## config.mk

```make
export PLATFORM = sky130hd
export DESIGN_NAME = outputs_drain_flat
export DESIGN_NICKNAME = d
export VERILOG_FILES = /design/src/rtl/outputs_drain_if.sv /design/src/rtl/outputs_drain.sv /design/src/flat_wrapper.sv
export SDC_FILE = /design/constraint.sdc
export NUM_CORES = 1
export LEC_CHECK = 0
export CAP_MARGIN = 20
export CORE_ASPECT_RATIO = 2
export CORE_MARGIN = 1
export CORE_UTILIZATION = 45
export DETAILED_ROUTE_END_ITERATION = 6
export MAX_ROUTING_LAYER = met4
export PLACE_DENSITY = 0.71
export SYNTH_ARGS = -nofsm -noshare
export SYNTH_HDL_FRONTEND = slang
export SYNTH_SLANG_ARGS = --single-unit
export TNS_END_PERCENT = 100
```

## constraint.sdc

```tcl
create_clock -name clk -period 1.8 [get_ports clk]
set_clock_uncertainty 0.2 [all_clocks]
set_input_delay 0.36 -clock clk [delete_from_list [all_inputs] [get_ports clk]]
set_output_delay 0.36 -clock clk [all_outputs]
set_load 0.02 [all_outputs]
```

## src/rtl/outputs_drain_if.sv

```systemverilog
// Bus between the matrix-output drain and its producer/consumer.
// Handshake rules for every signal on this bus:
//   - row writes: a row is taken on a rising edge where wr_en=1 and wr_ready=1;
//     wr_en while wr_ready=0 is dropped and flagged on overflow for one cycle.
//   - stream: an element moves on a rising edge where out_valid=1 and out_ready=1;
//     while out_valid=1 and out_ready=0, out_data and out_last are held stable.
// state_dbg mirrors the FSM state (0 = FILL, 1 = DRAIN) so checkers can bind to it.
interface outputs_drain_if #(
    parameter int MATRIX_SIZE = 2,
    parameter int DATA_WIDTH  = 16
);
    logic signed [DATA_WIDTH-1:0] input_data [MATRIX_SIZE];
    logic                         wr_en;
    logic                         wr_ready;
    logic                         transpose;
    logic signed [DATA_WIDTH-1:0] out_data;
    logic                         out_valid;
    logic                         out_ready;
    logic                         out_last;
    logic                         overflow;
    logic                         state_dbg;

    // Producer/consumer side (testbench or upstream logic)
    modport master (
        output input_data, wr_en, transpose, out_ready,
        input  wr_ready, out_data, out_valid, out_last, overflow, state_dbg
    );

    // Drain block side
    modport slave (
        input  input_data, wr_en, transpose, out_ready,
        output wr_ready, out_data, out_valid, out_last, overflow, state_dbg
    );
endinterface

```

## src/rtl/outputs_drain.sv

```systemverilog
// Collects an N x N result matrix one row at a time, then streams it out
// element by element in row-major or column-major order.
module outputs_drain #(
    parameter int MATRIX_SIZE = 2,
    parameter int DATA_WIDTH  = 16
) (
    input  logic           clk,
    input  logic           rstn,
    outputs_drain_if.slave bus
);
    localparam int N  = MATRIX_SIZE;
    localparam int IW = $clog2(N);
    localparam logic [IW-1:0] LAST = IW'(N - 1);

    typedef enum logic {
        FILL  = 1'b0,
        DRAIN = 1'b1
    } state_t;

    state_t                       state_q, state_d;
    logic [IW-1:0]                row_cnt_q, row_cnt_d;
    logic [IW-1:0]                r_q, r_d;
    logic [IW-1:0]                c_q, c_d;
    logic                         flag_q, flag_d;
    logic                         overflow_q, overflow_d;
    logic signed [DATA_WIDTH-1:0] mem_q [N][N];
    logic signed [DATA_WIDTH-1:0] mem_d [N][N];

    logic out_valid;
    logic out_last;
    logic xfer;

    // [N-1][N-1] is the final element in both drain orders
    assign out_valid     = (state_q == DRAIN);
    assign out_last      = out_valid && (r_q == LAST) && (c_q == LAST);
    assign xfer          = out_valid && bus.out_ready;

    assign bus.wr_ready  = (state_q == FILL);
    assign bus.out_valid = out_valid;
    assign bus.out_last  = out_last;
    assign bus.out_data  = out_valid ? mem_q[r_q][c_q] : '0;
    assign bus.overflow  = overflow_q;
    assign bus.state_dbg = (state_q == DRAIN);

    // Next-state logic: row capture in FILL, index walk in DRAIN
    always_comb begin
        state_d    = state_q;
        row_cnt_d  = row_cnt_q;
        r_d        = r_q;
        c_d        = c_q;
        flag_d     = flag_q;
        overflow_d = 1'b0;
        mem_d      = mem_q;
        case (state_q)
            FILL: begin
                if (bus.wr_en) begin
                    mem_d[row_cnt_q] = bus.input_data;
                    if (row_cnt_q == LAST) begin
                        // Drain order is frozen here so later transpose
                        // changes cannot disturb the held matrix
                        row_cnt_d = '0;
                        flag_d    = bus.transpose;
                        state_d   = DRAIN;
                    end else begin
                        row_cnt_d = row_cnt_q + 1'b1;
                    end
                end
            end
            DRAIN: begin
                // Writes here are dropped; storage is untouched
                overflow_d = bus.wr_en;
                if (xfer) begin
                    if (out_last) begin
                        r_d     = '0;
                        c_d     = '0;
                        state_d = FILL;
                    end else if (!flag_q) begin
                        if (c_q == LAST) begin
                            c_d = '0;
                            r_d = r_q + 1'b1;
                        end else begin
                            c_d = c_q + 1'b1;
                        end
                    end else begin
                        if (r_q == LAST) begin
                            r_d = '0;
                            c_d = c_q + 1'b1;
                        end else begin
                            r_d = r_q + 1'b1;
                        end
                    end
                end
            end
            default: state_d = FILL;
        endcase
    end

    // State and storage registers with synchronous active-low reset
    always_ff @(posedge clk) begin
        if (!rstn) begin
            state_q    <= FILL;
            row_cnt_q  <= '0;
            r_q        <= '0;
            c_q        <= '0;
            flag_q     <= 1'b0;
            overflow_q <= 1'b0;
            mem_q      <= '{default: '0};
        end else begin
            state_q    <= state_d;
            row_cnt_q  <= row_cnt_d;
            r_q        <= r_d;
            c_q        <= c_d;
            flag_q     <= flag_d;
            overflow_q <= overflow_d;
            mem_q      <= mem_d;
        end
    end
endmodule

```

## src/flat_wrapper.sv

```systemverilog
// flat-port wrapper written by rule: the top's interface ports become plain ports
module outputs_drain_flat 
#(
    parameter int MATRIX_SIZE = 2,
    parameter int DATA_WIDTH  = 16
)
  (clk, rstn, bus_input_data, bus_wr_en, bus_transpose, bus_out_ready, bus_wr_ready, bus_out_data, bus_out_valid, bus_out_last, bus_overflow, bus_state_dbg);
  outputs_drain_if #(.MATRIX_SIZE(MATRIX_SIZE), .DATA_WIDTH(DATA_WIDTH)) bus_i ();
  input  logic clk;
  input  logic rstn;
  input wire logic [$bits(bus_i.input_data)-1:0] bus_input_data;
  input wire logic [$bits(bus_i.wr_en)-1:0] bus_wr_en;
  input wire logic [$bits(bus_i.transpose)-1:0] bus_transpose;
  input wire logic [$bits(bus_i.out_ready)-1:0] bus_out_ready;
  output wire logic [$bits(bus_i.wr_ready)-1:0] bus_wr_ready;
  output wire logic [$bits(bus_i.out_data)-1:0] bus_out_data;
  output wire logic [$bits(bus_i.out_valid)-1:0] bus_out_valid;
  output wire logic [$bits(bus_i.out_last)-1:0] bus_out_last;
  output wire logic [$bits(bus_i.overflow)-1:0] bus_overflow;
  output wire logic [$bits(bus_i.state_dbg)-1:0] bus_state_dbg;
  assign bus_i.input_data = {>>{bus_input_data}};
  assign bus_i.wr_en = bus_wr_en;
  assign bus_i.transpose = bus_transpose;
  assign bus_i.out_ready = bus_out_ready;
  assign bus_wr_ready = bus_i.wr_ready;
  assign bus_out_data = bus_i.out_data;
  assign bus_out_valid = bus_i.out_valid;
  assign bus_out_last = bus_i.out_last;
  assign bus_overflow = bus_i.overflow;
  assign bus_state_dbg = bus_i.state_dbg;
  outputs_drain #(.MATRIX_SIZE(MATRIX_SIZE), .DATA_WIDTH(DATA_WIDTH)) u_core (.clk(clk), .rstn(rstn), .bus(bus_i));
endmodule
```

# Word-level counts from Yosys, hierarchy flattened
# Cells that the tools add are included.
# op_classes
n_div	0
n_eq_ne	1
multipliers	0
n_addsub	3
muxes	24
bitwise_logic	4
reduce_logical	10
n_lt_le_gt_ge	4
n_shift	0
# ops
op	n
two-way mux 32 bit	4
bitwise mux 64 bit	1
two-way mux 16 bit	4
demux 32 bit (select 1 bit)	1
two-way mux 1 bit	13
AND reduction 3 bit	3
>= comparator 2 bit, second input constant	3
inverter 1 -> 2 bit	3
logical AND 1 bit	4
AND reduction 2 bit	2
adder 1 bit, second input constant	3
!= test 3 x 2 -> 1 bit, second input constant	1
nonzero test 3 bit	1
less-than comparator 2 x 1 -> 1 bit, second input constant	1
one-hot mux 1 bit (2 select lines)	1
inverter 1 bit	1
# word_totals
romBits	0
n_memories	0
ff_bits	70
input_bits	37
out_inout_bits	21
latch_bits	0
ram_bits	0
word_cells	56

# Longest topological paths before layout
# logic_depth
word_depth	8
depth_mapped	6
ltp_nobuf	3

# Worst setup path before layout
# OpenSTA, ideal clock, no wires.
# synth_timing
kind	reg2out
start	register u_core.state_q, in the netlist u_core.bus.out_valid
end	output bus_out_data[10]
required_ns	1.240
n_path_buf	3
setup_slack_ns	-0.187
path_stages_with_launch	6
t_arrival_ns	1.427
cell_sequence	dfxtp_1 buf_2 nand2b_1 clkbuf_1 buf_2 o22ai_1
# synth_between
elab_chain_cells	1
# synth_rtl
element	line	source
start: declaration	outputs_drain.sv:20	state_t state_q, state_d;
start signal: assignment	outputs_drain.sv:109	state_q <= state_d;
two-way mux 16 bit	outputs_drain.sv:41	assign bus.out_data = out_valid ? mem_q[r_q][c_q] : '0;
end: declaration	flat_wrapper.sv:16	output wire logic [$bits(bus_i.out_data)-1:0] bus_out_data;
# Every way passes these cells.

# Final worst setup path
# layout_timing
start	register u_core.r_q
end	output bus_out_data[13]
# layout_between
elab_chain_cells	8
# layout_rtl
element	line	source
start: declaration	outputs_drain.sv:22	logic [IW-1:0] r_q, r_d;
start signal: assignment	outputs_drain.sv:111	r_q <= r_d;
inverter 1 -> 2 bit (implied by the code)	outputs_drain.sv:41	
two-way mux 32 bit (implied by the code) (3 in a row)	outputs_drain.sv:41	
two-way mux 16 bit (implied by the code) (3 in a row)	outputs_drain.sv:41	
two-way mux 16 bit	outputs_drain.sv:41	
# Every way passes these cells. The select of a mux whose other input is x is not followed.

==> metrics.txt <==
# TYPE chip_impl_metric gauge
chip_impl_info{name="result_of_the_run",value="finished with violations"} 1
chip_impl_info{name="violations",value="setup timing"} 1
chip_impl_info{name="grt_setup_unrepaired",value="true"} 1
chip_impl_metric{name="clkPwrFrac",unit="%"} 45.0
chip_impl_metric{name="track_usage",unit="%"} 23.6
chip_impl_metric{name="synth-seq-area-share",unit="%"} 45.4
chip_impl_metric{name="switching_power_of_the_nets",unit="mW"} 0.964
chip_impl_metric{name="buffer_ports.inserted",unit=""} 57
chip_impl_metric{name="final-instance-count-excl-fill",unit=""} 487
chip_impl_metric{name="finalWirelength",unit="mm"} 7.29
chip_impl_info{name="critical_path.reg2reg.startpoint",value="u_core.bus.out_valid"} 1
chip_impl_metric{name="preCtsSetupSlack",unit="ns"} -0.342
chip_impl_metric{name="detailedRoute.firstIterationViolations",unit=""} 118
chip_impl_metric{name="path_clk_slew",unit="ns"} 0.05
chip_impl_metric{name="share_of_power_burned_in_registers",unit="%"} 41.7
chip_impl_metric{name="combinational_power_share",unit="%"} 13.3
chip_impl_metric{name="postSynthAreaPerCell",unit="um2"} 9.16
chip_impl_metric{name="drt-wirelength-per-cell",unit="um"} 15.0
chip_impl_metric{name="cts_hold_buf",unit=""} 0
chip_impl_metric{name="synth_cells",unit=""} 337
chip_impl_metric{name="post_drt_via_cell_ratio",unit=""} 5.34
chip_impl_metric{name="power.leakage",unit="nW"} 1.57
chip_impl_metric{name="core_region",unit="um2"} 6620
chip_impl_metric{name="power_density",unit="nW/um2"} 888
chip_impl_info{name="timing.critical_path.max_delay_family",value="buffers and inverters"} 1
chip_impl_info{name="end_kind",value="output port"} 1
chip_impl_metric{name="synth.top_cell.area_share",unit="%"} 45.4
chip_impl_metric{name="fin_worst_hold_slack",unit="ns"} 0.204
chip_impl_metric{name="timing.max_cap.violations",unit=""} 0
chip_impl_info{name="hold_class",value="in2reg"} 1
chip_impl_info{name="critPathLaunch",value="u_core.r_q"} 1
chip_impl_metric{name="ys_seq_elements",unit=""} 70
chip_impl_info{name="worst_setup_path_endpoint",value="bus_out_data[13]"} 1
chip_impl_metric{name="max-vdd-ir-drop",unit="mV"} 0.711
chip_impl_metric{name="num_antenna_cells",unit=""} 0
chip_impl_metric{name="finalMaxSlewViolations",unit=""} 0
chip_impl_metric{name="power.share.switching",unit="%"} 23.4
chip_impl_metric{name="die_height",unit="um"} 119
chip_impl_info{name="setup.worst_path.class",value="reg2out"} 1
chip_impl_metric{name="layout-drive-gt1-share",unit="%"} 32.1
chip_impl_info{name="synth.area.top_cells",value="dfxtp_1, mux2i_1, nand3_1, o21ai_2, o21ai_0"} 1
chip_impl_metric{name="hpwl_detailed",unit="mm"} 4.77
chip_impl_metric{name="critPathRequiredTime",unit="ns"} 1.24
chip_impl_info{name="synth_largest_area_cell",value="dfxtp_1"} 1
chip_impl_metric{name="clock_path_buffers",unit=""} 2
chip_impl_metric{name="tightestPinTransition",unit="ns"} 0.264
chip_impl_metric{name="timing.reg2reg.setup_slack",unit="ns"} 0.22
chip_impl_metric{name="clock_period_minus_final_worst_setup_slack",unit="ns"} 2.05
chip_impl_metric{name="hold_viol_final",unit=""} 0
chip_impl_metric{name="initial_core_util",unit="%"} 46.6
chip_impl_metric{name="placed_cells",unit=""} 468
chip_impl_metric{name="remaining_drc_errors",unit=""} 0
chip_impl_metric{name="ff2ff_path_depth",unit=""} 5
chip_impl_metric{name="vias",unit=""} 2600
chip_impl_metric{name="grt_start_max_net_pins",unit=""} 43
chip_impl_metric{name="finalSetupViolCount",unit=""} 17
chip_impl_metric{name="die_boundary_width",unit="um"} 60.6
chip_impl_metric{name="synth_nets",unit=""} 374
chip_impl_info{name="crit-reg2reg-capture",value="u_core.mem_q[38]"} 1
chip_impl_metric{name="place.gp.congestion",unit=""} 0.753
chip_impl_info{name="worstPathCellList",value="buf_12 -> mux2i_1 -> buf_4 -> o22ai_4 -> buf_6"} 1
chip_impl_metric{name="num-nets-final",unit=""} 431
chip_impl_metric{name="io_pins",unit=""} 58
chip_impl_metric{name="antenna_found_initial",unit=""} 0
chip_impl_info{name="cts_tree",value="yes"} 1
chip_impl_metric{name="wire_length_of_the_first_global_routing_pass",unit="mm"} 12.2
chip_impl_metric{name="total_cts_buffers",unit=""} 9
chip_impl_metric{name="ant_nets",unit=""} 0
chip_impl_info{name="critical-path-slowest-cell",value="dfxtp_4"} 1
chip_impl_metric{name="crit_buf_inv",unit=""} 3
chip_impl_metric{name="finalSetupTns",unit="ns"} -2.83
chip_impl_metric{name="design_area",unit="um2"} 4640
chip_impl_metric{name="synthToLayoutAreaGrowth",unit="%"} 50.2
chip_impl_metric{name="grt_overflow",unit=""} 0
chip_impl_metric{name="worstPathArrival",unit="ns"} 1.49
chip_impl_metric{name="relSlewSlack",unit="%"} 82.4
chip_impl_metric{name="ys_types",unit=""} 24
chip_impl_metric{name="achievable-frequency",unit="MHz"} 489
chip_impl_metric{name="postLayoutSetupSlackWorst",unit="ns"} -0.246
chip_impl_metric{name="worstPathMaxFanout",unit=""} 7
chip_impl_info{name="cts.root.buffer_cell",value="clkbuf_16"} 1
chip_impl_metric{name="async_set_or_reset_flop_fraction_in_the_synthesized_netlist",unit="%"} 0
chip_impl_metric{name="timing.final.crit_share",unit="%"} 114
chip_impl_metric{name="synth_cell_area",unit="um2"} 3090
chip_impl_metric{name="crit_path_max_incr_delay",unit="ns"} 0.42
chip_impl_metric{name="cp_num_cells",unit=""} 5
chip_impl_metric{name="number_of_sinks_driven_by_the_clock_tree",unit=""} 70
chip_impl_info{name="worst_setup_path_start_kind",value="register"} 1
chip_impl_metric{name="insertion_delay",unit="ns"} 0.33
chip_impl_metric{name="design.die.area",unit="um2"} 7220
chip_impl_metric{name="p_int",unit="mW"} 3.16
chip_impl_metric{name="number_of_enable_type_register_cells_in_the_synthesized_netlist",unit=""} 0
chip_impl_metric{name="placed_cell_area",unit="um2"} 3980
chip_impl_metric{name="h-tree-depth",unit=""} 3
chip_impl_metric{name="grt_pass1_vias",unit=""} 2677
chip_impl_metric{name="ys.warnings.count",unit=""} 0
chip_impl_info{name="synth-main-ff-cell",value="dfxtp_1"} 1
chip_impl_metric{name="floorplan.rows",unit=""} 42
chip_impl_metric{name="drt_pass1_iterations",unit=""} 4
## metrics by stage
stage	power [mW]	util (%)
after floorplan	2.04	-
after CTS	4.15	70.0
after global routing	4.27	70.1
final	4.12	70.1
after global placement	2.22	60.1
after detailed placement	2.23	60.1
## repair_timing
action	4_1_cts	5_1_grt
pin swaps	5	1
resized for setup	149	8
endpoints found under the setup margin	21	18
cloned	1	0
setup buffers	3	0
## metal layers
metal / global-route usage, % / vias to the layer above / part of all wire [%] / wire length, um
met5: - / - / 0 / 0
li1: - / 1321 / - / -
met4: 11.5 / 0 / 2.5 / 180
met1: 24.1 / 1220 / 38 / 2780
met2: 40.5 / 47 / 56 / 4100
met3: 5.32 / 12 / 3.2 / 230
## cells in the mapped netlist (all sizes together) (2+ instances only)
library cell / instances
and3: 2
nand3: 66
inv: 3
clkbuf: 10
o21ai: 66
dfxtp: 70
buf: 25
o211ai: 2
nand2b: 2
a21boi: 2
mux2i: 33
o22ai: 16
nand2: 36
## area by class of cell
cell class              instances  area, um2
fillers                       495       1980
repair buffers                 81        905
flip-flops and latches         70       1410
inverters                       3       11.3
multi-input cells             229       1890
well taps                      88        110
clock buffers                  12        246
clock inverters                 4       70.1
## how the worst min path moves through the flow
stage / startpoint / end / slack (ns) / cells after the start
3_5_place_dp: u_core.mem_q[32] / u_core.mem_q[32] / 0.25 / 2
3_3_place_gp: u_core.mem_q[32] / u_core.mem_q[32] / 0.24 / 2
2_1_floorplan: u_core.mem_q[32] / u_core.mem_q[32] / 0.24 / 2
5_1_grt: rstn / u_core.mem_q[56] / 0.22 / 3
6_report: rstn / u_core.mem_q[8] / 0.20 / 3
4_1_cts: rstn / u_core.mem_q[56] / 0.20 / 3
## cells by family after synthesis
| kind of cell | Yosys count | synth area share [%] |
|---|---|---|
| compound gates | 86 | 17.7 |
| simple gates | 109 | 18.2 |
| xor+xnor | 1 | 0.284 |
| mux | 33 | 10.7 |
| buf+inv | 38 | 7.70 |
| flops | 70 | 45.4 |
## cell usage in the layout (no fill, tap or decap), types with 2 or more instances in the layout
| master | instances |
|---|---|
| dfxtp_1 | 68 |
| nand3_1 | 56 |
| nand2_1 | 36 |
| clkdlybuf4s50_1 | 35 |
| o21ai_0 | 34 |
| o21ai_2 | 23 |
| mux2i_4 | 22 |
| buf_6 | 15 |
| buf_4 | 14 |
| buf_12 | 12 |
| o22ai_4 | 11 |
| mux2i_1 | 10 |
| nand3_2 | 10 |
| o21ai_1 | 9 |
| clkbuf_16 | 9 |
| o22ai_1 | 4 |
| dlygate4sd2_1 | 4 |
| inv_1 | 3 |
| and3_1 | 2 |
| o211ai_1 | 2 |
| a21boi_0 | 2 |
| bufinv_16 | 2 |
| clkbuf_1 | 2 |
| clkinv_2 | 2 |
## tightest hold or removal path, delay by kind of cell
family | cells | cell delay, ns
compound gates | 1 | 0.06
buf+inv | 1 | 0.18
simple gates | 1 | 0.09
## power by group through the flow
stage | logic [mW] | registers, mW | clock network [mW]
final | 0.549 | 1.72 | 1.85
after global routing | 0.596 | 1.73 | 1.95
after CTS | 0.550 | 1.71 | 1.89
after detailed placement | 0.511 | 1.72 | 0
after global placement | 0.500 | 1.72 | 0
after floorplan | 0.333 | 1.71 | 0
## sequential cells by signal (all words and copies together), names as in the netlist
register	count
u_core.mem_q	64
u_core.bus.out_valid	1
u_core.bus.overflow	1
u_core.c_q	1
u_core.flag_q	1
u_core.r_q	1
u_core.row_cnt_q	1
(Power assumes the default switching activity.)
